## src/rtl/reg_write_arbiter_pkg.sv

```systemverilog
// reg_arb_pkg: shared constants for reg_write_arbiter.
//   - FSM state encoding (IDLE / WRITE / CHECK).
//   - Default requester count and data width.
//   - clog2 helper used to derive the requester index width.
package reg_arb_pkg;

  localparam int DEF_NUM_REQ = 4;
  localparam int DEF_DATA_W  = 4;

  localparam logic [1:0] ST_IDLE  = 2'd0;
  localparam logic [1:0] ST_WRITE = 2'd1;
  localparam logic [1:0] ST_CHECK = 2'd2;

  // Ceiling log2, never less than 1 so a 1-bit index is always available.
  function automatic int clog2(input int value);
    int result;
    result = 0;
    while ((1 << result) < value) begin
      result++;
    end
    if (result < 1) begin
      result = 1;
    end
    return result;
  endfunction

endpackage

```

## src/rtl/reg_write_arbiter_rr_pick.sv

```systemverilog
// rr_pick: combinational request picker for reg_write_arbiter.
//   Default build : round-robin, first asserted request at or after ptr_i,
//                   searching upward with wrap.
//   REG_ARB_FIXED_PRIO_EN defined : fixed priority, lowest asserted index
//                   wins and ptr_i is ignored.
// Ports:
//   req_i   [N-1:0]     request vector
//   ptr_i   [ID_W-1:0]  round-robin start index
//   grant_o [N-1:0]     one-hot grant (all zero when no request)
//   idx_o   [ID_W-1:0]  binary index of the granted request
//   any_o               at least one request asserted
module rr_pick
  import reg_arb_pkg::*;
#(
  parameter int  N    = DEF_NUM_REQ,
  localparam int ID_W = clog2(N)
) (
  input  logic [N-1:0]    req_i,
  input  logic [ID_W-1:0] ptr_i,
  output logic [N-1:0]    grant_o,
  output logic [ID_W-1:0] idx_o,
  output logic            any_o
);

  logic [ID_W-1:0] pick_idx;
  logic            found;

`ifdef REG_ARB_FIXED_PRIO_EN
  // Pointer is a don't-care in this build; fold it into a sink.
  logic unused_ptr;
  assign unused_ptr = ^ptr_i;

  always_comb begin
    pick_idx = '0;
    found    = 1'b0;
    for (int k = 0; k < N; k++) begin
      if (!found && req_i[k]) begin
        found    = 1'b1;
        pick_idx = ID_W'(k);
      end
    end
  end
`else
  // Candidate k positions after the pointer, wrapped into 0..N-1.
  function automatic int wrap_idx(input int base, input int offset);
    return (base + offset) % N;
  endfunction

  always_comb begin
    pick_idx = '0;
    found    = 1'b0;
    for (int k = 0; k < N; k++) begin
      if (!found && req_i[wrap_idx(int'(ptr_i), k)]) begin
        found    = 1'b1;
        pick_idx = ID_W'(wrap_idx(int'(ptr_i), k));
      end
    end
  end
`endif

  assign any_o = found;
  assign idx_o = pick_idx;

  for (genvar gi = 0; gi < N; gi++) begin : g_grant
    assign grant_o[gi] = found && (pick_idx == ID_W'(gi));
  end

endmodule

```

## src/rtl/reg_write_arbiter.sv

```systemverilog
// reg_write_arbiter: shares one DATA_W-bit storage register between NUM_REQ
// requesters. Each accepted write is sequenced IDLE -> WRITE -> CHECK; the
// register's output is read back in CHECK and a one-cycle commit pulse
// reports the requester id and a mismatch flag.
// Optional build macro: REG_ARB_FIXED_PRIO_EN (fixed priority, no pointer).
// Ports:
//   clk           rising-edge clock
//   reset         asynchronous active-low reset
//   req_valid     per-requester write request
//   req_data      packed write data, requester i at [i*DATA_W +: DATA_W]
//   req_ready     one-hot accept, only in IDLE
//   reg_we        write strobe to the shared register (WRITE only)
//   reg_wdata     data to the register in_data
//   reg_q         register out_data, used for readback
//   busy          high in WRITE or CHECK
//   commit_valid  one-cycle end-of-transaction pulse
//   commit_id     requester index of the committed transaction
//   commit_err    readback mismatch, qualified by commit_valid
module reg_write_arbiter
  import reg_arb_pkg::*;
#(
  parameter int  NUM_REQ = DEF_NUM_REQ,
  parameter int  DATA_W  = DEF_DATA_W,
  localparam int ID_W    = clog2(NUM_REQ)
) (
  input  logic                      clk,
  input  logic                      reset,
  input  logic [NUM_REQ-1:0]        req_valid,
  input  logic [NUM_REQ*DATA_W-1:0] req_data,
  output logic [NUM_REQ-1:0]        req_ready,
  output logic                      reg_we,
  output logic [DATA_W-1:0]         reg_wdata,
  input  logic [DATA_W-1:0]         reg_q,
  output logic                      busy,
  output logic                      commit_valid,
  output logic [ID_W-1:0]           commit_id,
  output logic                      commit_err
);

  logic [1:0]         state_q, state_d;
  logic [ID_W-1:0]    id_q, id_d;
  logic [DATA_W-1:0]  data_q, data_d;
  logic               commit_valid_q, commit_valid_d;
  logic [ID_W-1:0]    commit_id_q, commit_id_d;
  logic               commit_err_q, commit_err_d;

  logic [ID_W-1:0]    ptr_sel;
  logic [NUM_REQ-1:0] pick_grant;
  logic [ID_W-1:0]    pick_idx;
  logic               pick_any;

  logic [DATA_W-1:0]  req_word [NUM_REQ];

  for (genvar gi = 0; gi < NUM_REQ; gi++) begin : g_unpack
    assign req_word[gi] = req_data[gi*DATA_W +: DATA_W];
  end

`ifdef REG_ARB_FIXED_PRIO_EN
  assign ptr_sel = '0;
`else
  logic [ID_W-1:0] ptr_q, ptr_d;

  // The pointer advances past the requester just served, so it moves only
  // when a transaction completes; a reset mid-transaction leaves it at 0.
  always_comb begin
    ptr_d = ptr_q;
    if (state_q == ST_CHECK) begin
      ptr_d = (id_q == ID_W'(NUM_REQ - 1)) ? '0 : id_q + 1'b1;
    end
  end

  always_ff @(posedge clk or negedge reset) begin
    if (!reset) begin
      ptr_q <= '0;
    end else begin
      ptr_q <= ptr_d;
    end
  end

  assign ptr_sel = ptr_q;
`endif

  rr_pick #(
    .N (NUM_REQ)
  ) u_pick (
    .req_i   (req_valid),
    .ptr_i   (ptr_sel),
    .grant_o (pick_grant),
    .idx_o   (pick_idx),
    .any_o   (pick_any)
  );

  always_comb begin
    state_d        = state_q;
    id_d           = id_q;
    data_d         = data_q;
    commit_valid_d = 1'b0;
    commit_id_d    = commit_id_q;
    commit_err_d   = commit_err_q;
    case (state_q)
      ST_IDLE: begin
        if (pick_any) begin
          id_d    = pick_idx;
          data_d  = req_word[pick_idx];
          state_d = ST_WRITE;
        end
      end
      ST_WRITE: begin
        state_d = ST_CHECK;
      end
      ST_CHECK: begin
        commit_valid_d = 1'b1;
        commit_id_d    = id_q;
        commit_err_d   = (reg_q != data_q);
        state_d        = ST_IDLE;
      end
      default: begin
        state_d = ST_IDLE;
      end
    endcase
  end

  always_ff @(posedge clk or negedge reset) begin
    if (!reset) begin
      state_q        <= ST_IDLE;
      id_q           <= '0;
      data_q         <= '0;
      commit_valid_q <= 1'b0;
      commit_id_q    <= '0;
      commit_err_q   <= 1'b0;
    end else begin
      state_q        <= state_d;
      id_q           <= id_d;
      data_q         <= data_d;
      commit_valid_q <= commit_valid_d;
      commit_id_q    <= commit_id_d;
      commit_err_q   <= commit_err_d;
    end
  end

  // Gating with reset keeps req_ready low while reset is held even though
  // the state register already reads IDLE.
  assign req_ready    = (reset && (state_q == ST_IDLE)) ? pick_grant : '0;
  assign reg_we       = (state_q == ST_WRITE);
  assign reg_wdata    = reg_we ? data_q : '0;
  assign busy         = (state_q == ST_WRITE) || (state_q == ST_CHECK);
  assign commit_valid = commit_valid_q;
  assign commit_id    = commit_id_q;
  assign commit_err   = commit_err_q;

endmodule

```

## config.mk

```make
export PLATFORM = sky130hd
export DESIGN_NAME = reg_write_arbiter
export DESIGN_NICKNAME = d
export VERILOG_FILES = /design/src/rtl/reg_write_arbiter_pkg.sv /design/src/rtl/reg_write_arbiter_rr_pick.sv /design/src/rtl/reg_write_arbiter.sv
export SDC_FILE = /design/constraint.sdc
export NUM_CORES = 1
export LEC_CHECK = 0
export ABC_AREA = 1
export BUFFER_PORTS_ARGS = -buffer_cell sky130_fd_sc_hd__buf_2
export CORE_MARGIN = 2
export CORE_UTILIZATION = 40
export CTS_CLUSTER_SIZE = 40
export DETAILED_ROUTE_END_ITERATION = 8
export GPL_TIMING_DRIVEN = 0
export HOLD_SLACK_MARGIN = 0.15
export PLACE_DENSITY = 0.69
export REMOVE_ABC_BUFFERS = 1
export SYNTH_ARGS = -nofsm -noshare
export SYNTH_HDL_FRONTEND = slang
export SYNTH_HIERARCHICAL = 1
export SYNTH_SLANG_ARGS = --single-unit
```

## constraint.sdc

```tcl
create_clock -name clk -period 3.29 [get_ports clk]
set_input_delay 0.329 -clock clk [delete_from_list [all_inputs] [get_ports clk]]
set_output_delay 0.329 -clock clk [all_outputs]
set_load 0.03 [all_outputs]
```

# Word-level counts from Yosys, hierarchy flattened
# Index checks and enable logic that the tools add are counted.
[word_totals]
romBits = 0
latchBits = 0
ramBits = 0
n_memories = 0
out_inout_bits = 14
reg_bits = 14
inputBits = 26
word_cells = 74
[op_classes]
n_shift = 0
order_cmp = 5
reduce_logical = 18
addsub = 4
bitwise_logic = 4
n_eq_ne = 8
n_div = 0
mul = 0
n_mux = 28
[ops]
columns = ["cell", "count"]
rows = [
  ["two-way mux 4 bit", 4],
  ["less-than comparator 3 x 4 -> 1 bit, second input constant", 3],
  ["two-way mux 1 bit", 12],
  ["two-way mux 2 bit", 6],
  ["binary-select mux 1 bit (select 2 bit)", 4],
  ["binary-select mux 4 bit (select 2 bit)", 1],
  ["== test 2 bit, second input constant", 4],
  ["logical AND 1 bit", 8],
  ["OR reduction 2 bit", 3],
  ["adder 2 x 1 -> 2 bit, second input constant", 2],
  ["adder 2 bit, second input constant", 2],
  ["== test 2 x 1 -> 1 bit, second input constant", 2],
  ["logical NOT 2 bit", 2],
  ["inequality test 4 bit", 1],
  ["one-hot mux 2 bit (2 select lines)", 1],
  ["bitwise AND 1 bit, first input constant", 3],
  ["greater-or-equal comparator 3 bit, second input constant", 1],
  ["logical NOT 1 bit", 3],
  ["less-than comparator 2 x 3 -> 1 bit, second input constant", 1],
  ["NOT 2 -> 3 bit", 1],
  ["inequality test 2 x 1 -> 1 bit, second input constant", 1],
  ["AND reduction 2 bit", 1],
  ["logical OR 1 bit", 1],
]

# Depth between registers and ports, before layout
[depth]
word_depth = 18
depth_mapped = 17
ltp_nobuf = 16

# Cells and area by module
# Netlist, hierarchy kept.
[by_module_without_submodules]
columns = ["module", "cells_per_inst", "instances", "area_each_um2", "seq_area_each_um2"]
rows = [
  ["reg_write_arbiter", 144, 1, 958.4, 350.3],
  ["rr_pick", 67, 1, 331.6, 0.0],
]

# Worst setup path before layout
# Ideal clock, no wire load.
[synth_path]
kind = "register -> output"
from = "register ptr_q[0]"
to = "output req_ready[2]"
stages_incl_launch_ff = 15
t_required_ns = 2.961
n_path_buf = 1
slack_ns = 1.239
arrival_time_ns = 1.722
path_cell_list = "dfrtp_1 > buf_6 > nand2_1 > nand2_1 > nand2_2 > nand2_2 > nor2_4 > nand3_1 > nand2_1 > inv_2 > nand2_2 > nand2_1 > inv_1 > inv_1 > nor2_1"
[synth_between]
elab_chain_len = 15
elab_cells_between_ends = 31
classes_between = "add/sub: 3; eq/ne: 1; mux: 20; reduce/logical: 7"
[synth_rtl]
columns = ["element", "line_no", "source"]
rows = [
  ["from (decl)", "reg_write_arbiter.sv:61", "logic [ID_W-1:0] ptr_q, ptr_d;"],
  ["from (signal assigned)", "reg_write_arbiter.sv:76", "ptr_q <= ptr_d;"],
  ["adder 2 x 1 -> 2 bit or binary-select mux 1 bit (select 2 bit) (tied branches)", "reg_write_arbiter_rr_pick.sv:46, reg_write_arbiter_rr_pick.sv:53", ""],
  ["binary-select mux 1 bit (select 2 bit) or two-way mux 1 bit (tied branches)", "reg_write_arbiter_rr_pick.sv:53", "if (!found && req_i[wrap_idx(int'(ptr_i), k)]) begin"],
  ["two-way mux 1 bit (not written as such)", "reg_write_arbiter_rr_pick.sv:53", ""],
  ["two-way mux 1 bit (not written as such) or logical NOT 1 bit (tied branches)", "reg_write_arbiter_rr_pick.sv:53", ""],
  ["logical AND 1 bit", "reg_write_arbiter_rr_pick.sv:53", ""],
  ["two-way mux 1 bit", "reg_write_arbiter_rr_pick.sv:53", ""],
  ["logical NOT 1 bit", "reg_write_arbiter_rr_pick.sv:53", ""],
  ["logical AND 1 bit", "reg_write_arbiter_rr_pick.sv:53", ""],
  ["two-way mux 1 bit", "reg_write_arbiter_rr_pick.sv:53", ""],
  ["logical NOT 1 bit", "reg_write_arbiter_rr_pick.sv:53", ""],
  ["logical AND 1 bit", "reg_write_arbiter_rr_pick.sv:53", ""],
  ["two-way mux 2 bit (*)", "reg_write_arbiter_rr_pick.sv:53", ""],
  ["via pick_idx[1]", "reg_write_arbiter.sv:49", "logic [ID_W-1:0] pick_idx;"],
  ["== test 2 bit (*)", "reg_write_arbiter_rr_pick.sv:65", "assign grant_o[gi] = found && (pick_idx == ID_W'(gi));"],
  ["logical AND 1 bit (*)", "reg_write_arbiter_rr_pick.sv:65", ""],
  ["via pick_grant[2]", "reg_write_arbiter.sv:48", "logic [NUM_REQ-1:0] pick_grant;"],
  ["two-way mux 4 bit (*)", "reg_write_arbiter.sv:143", "assign req_ready = (reset && (state_q == ST_IDLE)) ? pick_grant : '0;"],
  ["to (decl)", "reg_write_arbiter.sv:30", "output logic [NUM_REQ-1:0] req_ready,"],
]
# The timed path passes the listed nets; every way through them passes the cells marked *. The select of a mux whose other input is x is not followed.

# Worst setup path after layout
# Ends and elaborated chain as after synthesis.

==> results by group <==
Critical path
  • Register-to-Register Setup Slack: 1.02 ns
  • Crit path DAT: 2.29 ns
  • Endpoint required time on the critical path: approximately 3.0 ns
  • Worst Path Buf+Inv: 4
  • Crit start category: flip-flop
  • Startpoint of the worst register-to-register path: ptr_q[0]$_DFFE_PN0P_
  • Worst setup path startpoint: ptr_q[0]$_DFFE_PN0P_
  • Slowest CP cell: sky130_fd_sc_hd__dfrtp_1
  • Endpoint of the lowest-slack register-to-register path: data_q[0]$_DFFE_PN0P_
  • Top cell family by delay on the critical path: simple AND/OR/NAND/NOR gates
  • Ordered list of cells on the worst path: inv_2, nand2_1, nand2_1, nand2_2, nand2_2, nor2_4, nand4_1, nand2_2, nand2_1, inv_1, inv_1, nor2_1, buf_2
  • Max stage delay on crit path: 0.63 ns
  • Worst-path maximum fanout: 12
  • Depth of the worst register-to-register path: 15
  • Capturing element type of the critical path: output pin
  • Crit Path Class: reg -> out

CTS
  • Clock edge transition at the registers on the reported setup and hold paths: roughly 0.080 ns
  • Total of hold buffers inserted after clock tree synthesis: 1
  • Clock Latency Late Sink: 0.28 ns
  • Gates resized, CTS repair: 0
  • Htree depth: 1
  • TritonCTS clock tree: yes
  • TritonCTS buffer count: 3
  • Clock tree root driver cell: sky130_fd_sc_hd__clkbuf_4
  • Count of clock tree sinks: 14
  • Worst-case clock buffer depth: 2
  • Post-CTS Setup Bufs: 0

Synth
  • Predominant post-synthesis flop cell: sky130_fd_sc_hd__dfrtp_1
  • Async set-reset flop share out of synthesis: 100%
  • Sequential element share of the synthesized area: around 27%
  • Yosys warning count: 6
  • Top-area cell type share of the netlist area: between 20% and 30%
  • Count of flip-flops with a built-in enable after synthesis: 0
  • Top area cells in the synthesized netlist: sky130_fd_sc_hd__dfrtp_1, sky130_fd_sc_hd__nand2_1, sky130_fd_sc_hd__inv_1
  • Register bit total from synthesis: 14
  • Cell count after synthesis: 211
  • Number of distinct library cells after synthesis: 22
  • Leading post-synthesis cells by instance count: sky130_fd_sc_hd__nand2_1, sky130_fd_sc_hd__inv_1, sky130_fd_sc_hd__dfrtp_1
  • Most area-hungry cell type in the Yosys netlist: sky130_fd_sc_hd__dfrtp_1
  • Most instantiated library cell after synthesis: sky130_fd_sc_hd__nand2_1
  • Synth Cell Area: 1290 um^2
  • Post-synthesis area per instance: 6.11 um^2

Global routing
  • Maximum number of pins on one net before global-route repair: 16
  • Most crowded layer after global routing: met2
  • Global-route usage over all layers: 15.6%
  • Antenna violations before repair: 0
  • Global-route met3 utilization: 3.41%
  • Met2 capacity usage during global routing: 26.3%
  • Vias in the first global route: approximately 1100
  • Aggregate global routing overflow: 0
  • First-pass GRT wire length: 4440 um
  • Global Route met1 Usage: a little over a fifth

Power and ir drop
  • Leakage dissipation: 1.03 nW
  • Comb pwr share: 73.9%
  • Internal Power: 772 uW
  • Switch share: 56.2%
  • Portion of total power attributed to the clock network: 6.9%
  • Power dissipated by switching net loads: 990 uW
  • Maximum ir drop on the vdd rail: about 0.47 mV
  • Flop pwr share: a little under a fifth
  • Cell Pwr Density: 1130 nW/um^2
  • Overall power: 1.76 mW

Hold path
  • Class of the tightest hold or removal check: in -> reg
  • Worst Hold Endpoint: commit_err$_DFFE_PN0P_
  • Worst Hold Path Cells: 7
  • Source of the worst hold timing path: reg_q[0]

Die
  • Die height: 60.8 um
  • Die ar.: 3700 um^2
  • Number of top-level design ports: 40
  • Site Rows: 20
  • Horizontal extent of the die: 60.8 um
  • Initial cell density of the core: a little over two fifths
  • Core Footprint: between 3000 and 4000 um^2

Drt
  • Post-detailed-route count of antenna-violating nets: 0
  • Final Routed Wirelength: around 2600 um
  • Routed via count divided by cell count: 4.23
  • Count of vias placed by the detailed router: ~1300
  • Routed WL per cell: 8.61 um
  • DRC Markers: 0
  • Violation count after the first detailed-route iteration: 43
  • DR pass1 iterations: 4

Timing
  • RSZ-0062 raised after global routing: no
  • Final worst clock skew: 0.00625 ns
  • Post-layout minimum cycle time: around 2.6 ns
  • Headroom to the max-slew limit: 69.9%
  • Period utilization: 79.6%
  • Final Max Slew Viols: 0
  • Final setup viols: 0
  • Final-layout worst hold slack: 0.431 ns
  • Fin. Hold Viols: 0
  • Pin slew with the least headroom to its limit: between 0.4 and 0.5 ns
  • Final setup margin: roughly 0.67 ns
  • Max frequency: 0.382 GHz
  • Total Negative Setup Slacks: 0 ns

Layout
  • Util after Layout: around half
  • Layout fillers: between 300 and 400
  • Area growth syn-to-layout: 21.2%
  • Area of combinational cells with multiple inputs: about 700 um^2
  • Post-layout instance area: between 1500 and 2000 um^2
  • Ant. Diodes: 0
  • Area taken by flip-flops and latches: 350 um^2
  • Fraction of final layout cells with drive strength greater than 1: between 20% and 30%
  • Post-layout nets: 286
  • Non-filler cells, final: roughly 300

Place
  • Dpl ws: 0.961 ns
  • Number of placed instances, taps included: 292
  • Gp weighted congestion: 0.757
  • DP Area: 1520 um^2
  • HPWL Detailed: 2100 um
  • Count of port buffers added during placement: 39

Run status
  • Status: finished, final reports clean

Run
  • Number of max-cap violations: 0
-- worst max-delay path by stage --
stage | end | slack [ns] | cells past startpoint
after floorplan | req_ready[2] | 1.11 | 14
after global placement | req_ready[2] | 0.98 | 15
after detailed placement | req_ready[2] | 0.96 | 15
after CTS | req_ready[2] | 0.65 | 15
after global routing | req_ready[2] | 0.36 | 15
final | req_ready[2] | 0.67 | 13
-- cell type report --
| class | count | share of cell area (%) |
|---|---|---|
| tap | 44 | 3.52 |
| timing repair buffer | 40 | 13.1 |
| clock buffer | 4 | 2.32 |
| inverter | 50 | 13.2 |
| multi-input combinational | 145 | 45.4 |
| sequential | 14 | 22.4 |
-- registers in the layout, indices dropped and copies added (netlist names) --
register      cells
commit_err        1
commit_id         2
commit_valid      1
data_q            4
id_q              2
ptr_q             2
state_q           2
-- cell usage in the layout (no fill, tap or decap), drive strengths merged --
cell	instances
buf	39
dfrtp	14
nand4	1
ha	6
o21ai	9
dlygate4sd3	1
a21oi	2
inv	49
a31oi	1
bufinv	1
nor2	11
nand2	99
clkbuf	4
nand3b	1
nand3	14
o31ai	1
-- cell families after synthesis --
group	count (synthesis)	synth area share (%)
AOI/OAI and AO/OA	13	6.50
adders and majority gates	6	5.82
buffers and inverters	52	17.7
DFF	14	27.2
and+or+nand+nor	126	42.8
-- routing by layer --
layer	vias to the layer above	share of wire, %
li1	701	-
met1	527	49
met2	29	46
met3	0	4.3
met4	0	0
met5	-	0
-- tightest hold or removal path, cell delays in order --
cell	delay, ns
sky130_fd_sc_hd__buf_2	0.08
sky130_fd_sc_hd__nand2_1	0.04
sky130_fd_sc_hd__nand2_1	0.05
sky130_fd_sc_hd__nor2_1	0.04
sky130_fd_sc_hd__nand2_1	0.05
sky130_fd_sc_hd__nand2_1	0.04
sky130_fd_sc_hd__nand2_1	0.04
-- power by group through the flow --
| stage | logic, mW | registers (mW) | clock network [mW] |
|---|---|---|---|
| floorplan | 1.02 | 0.370 | 0 |
| detailed placement | 1.31 | 0.344 | 0 |
| CTS | 1.32 | 0.340 | 0.122 |
| global route | 1.49 | 0.352 | 0.135 |
| finish | 1.30 | 0.339 | 0.122 |
| global placement | 1.29 | 0.342 | 0 |
Note: power is estimated with default switching activity, not from simulation.
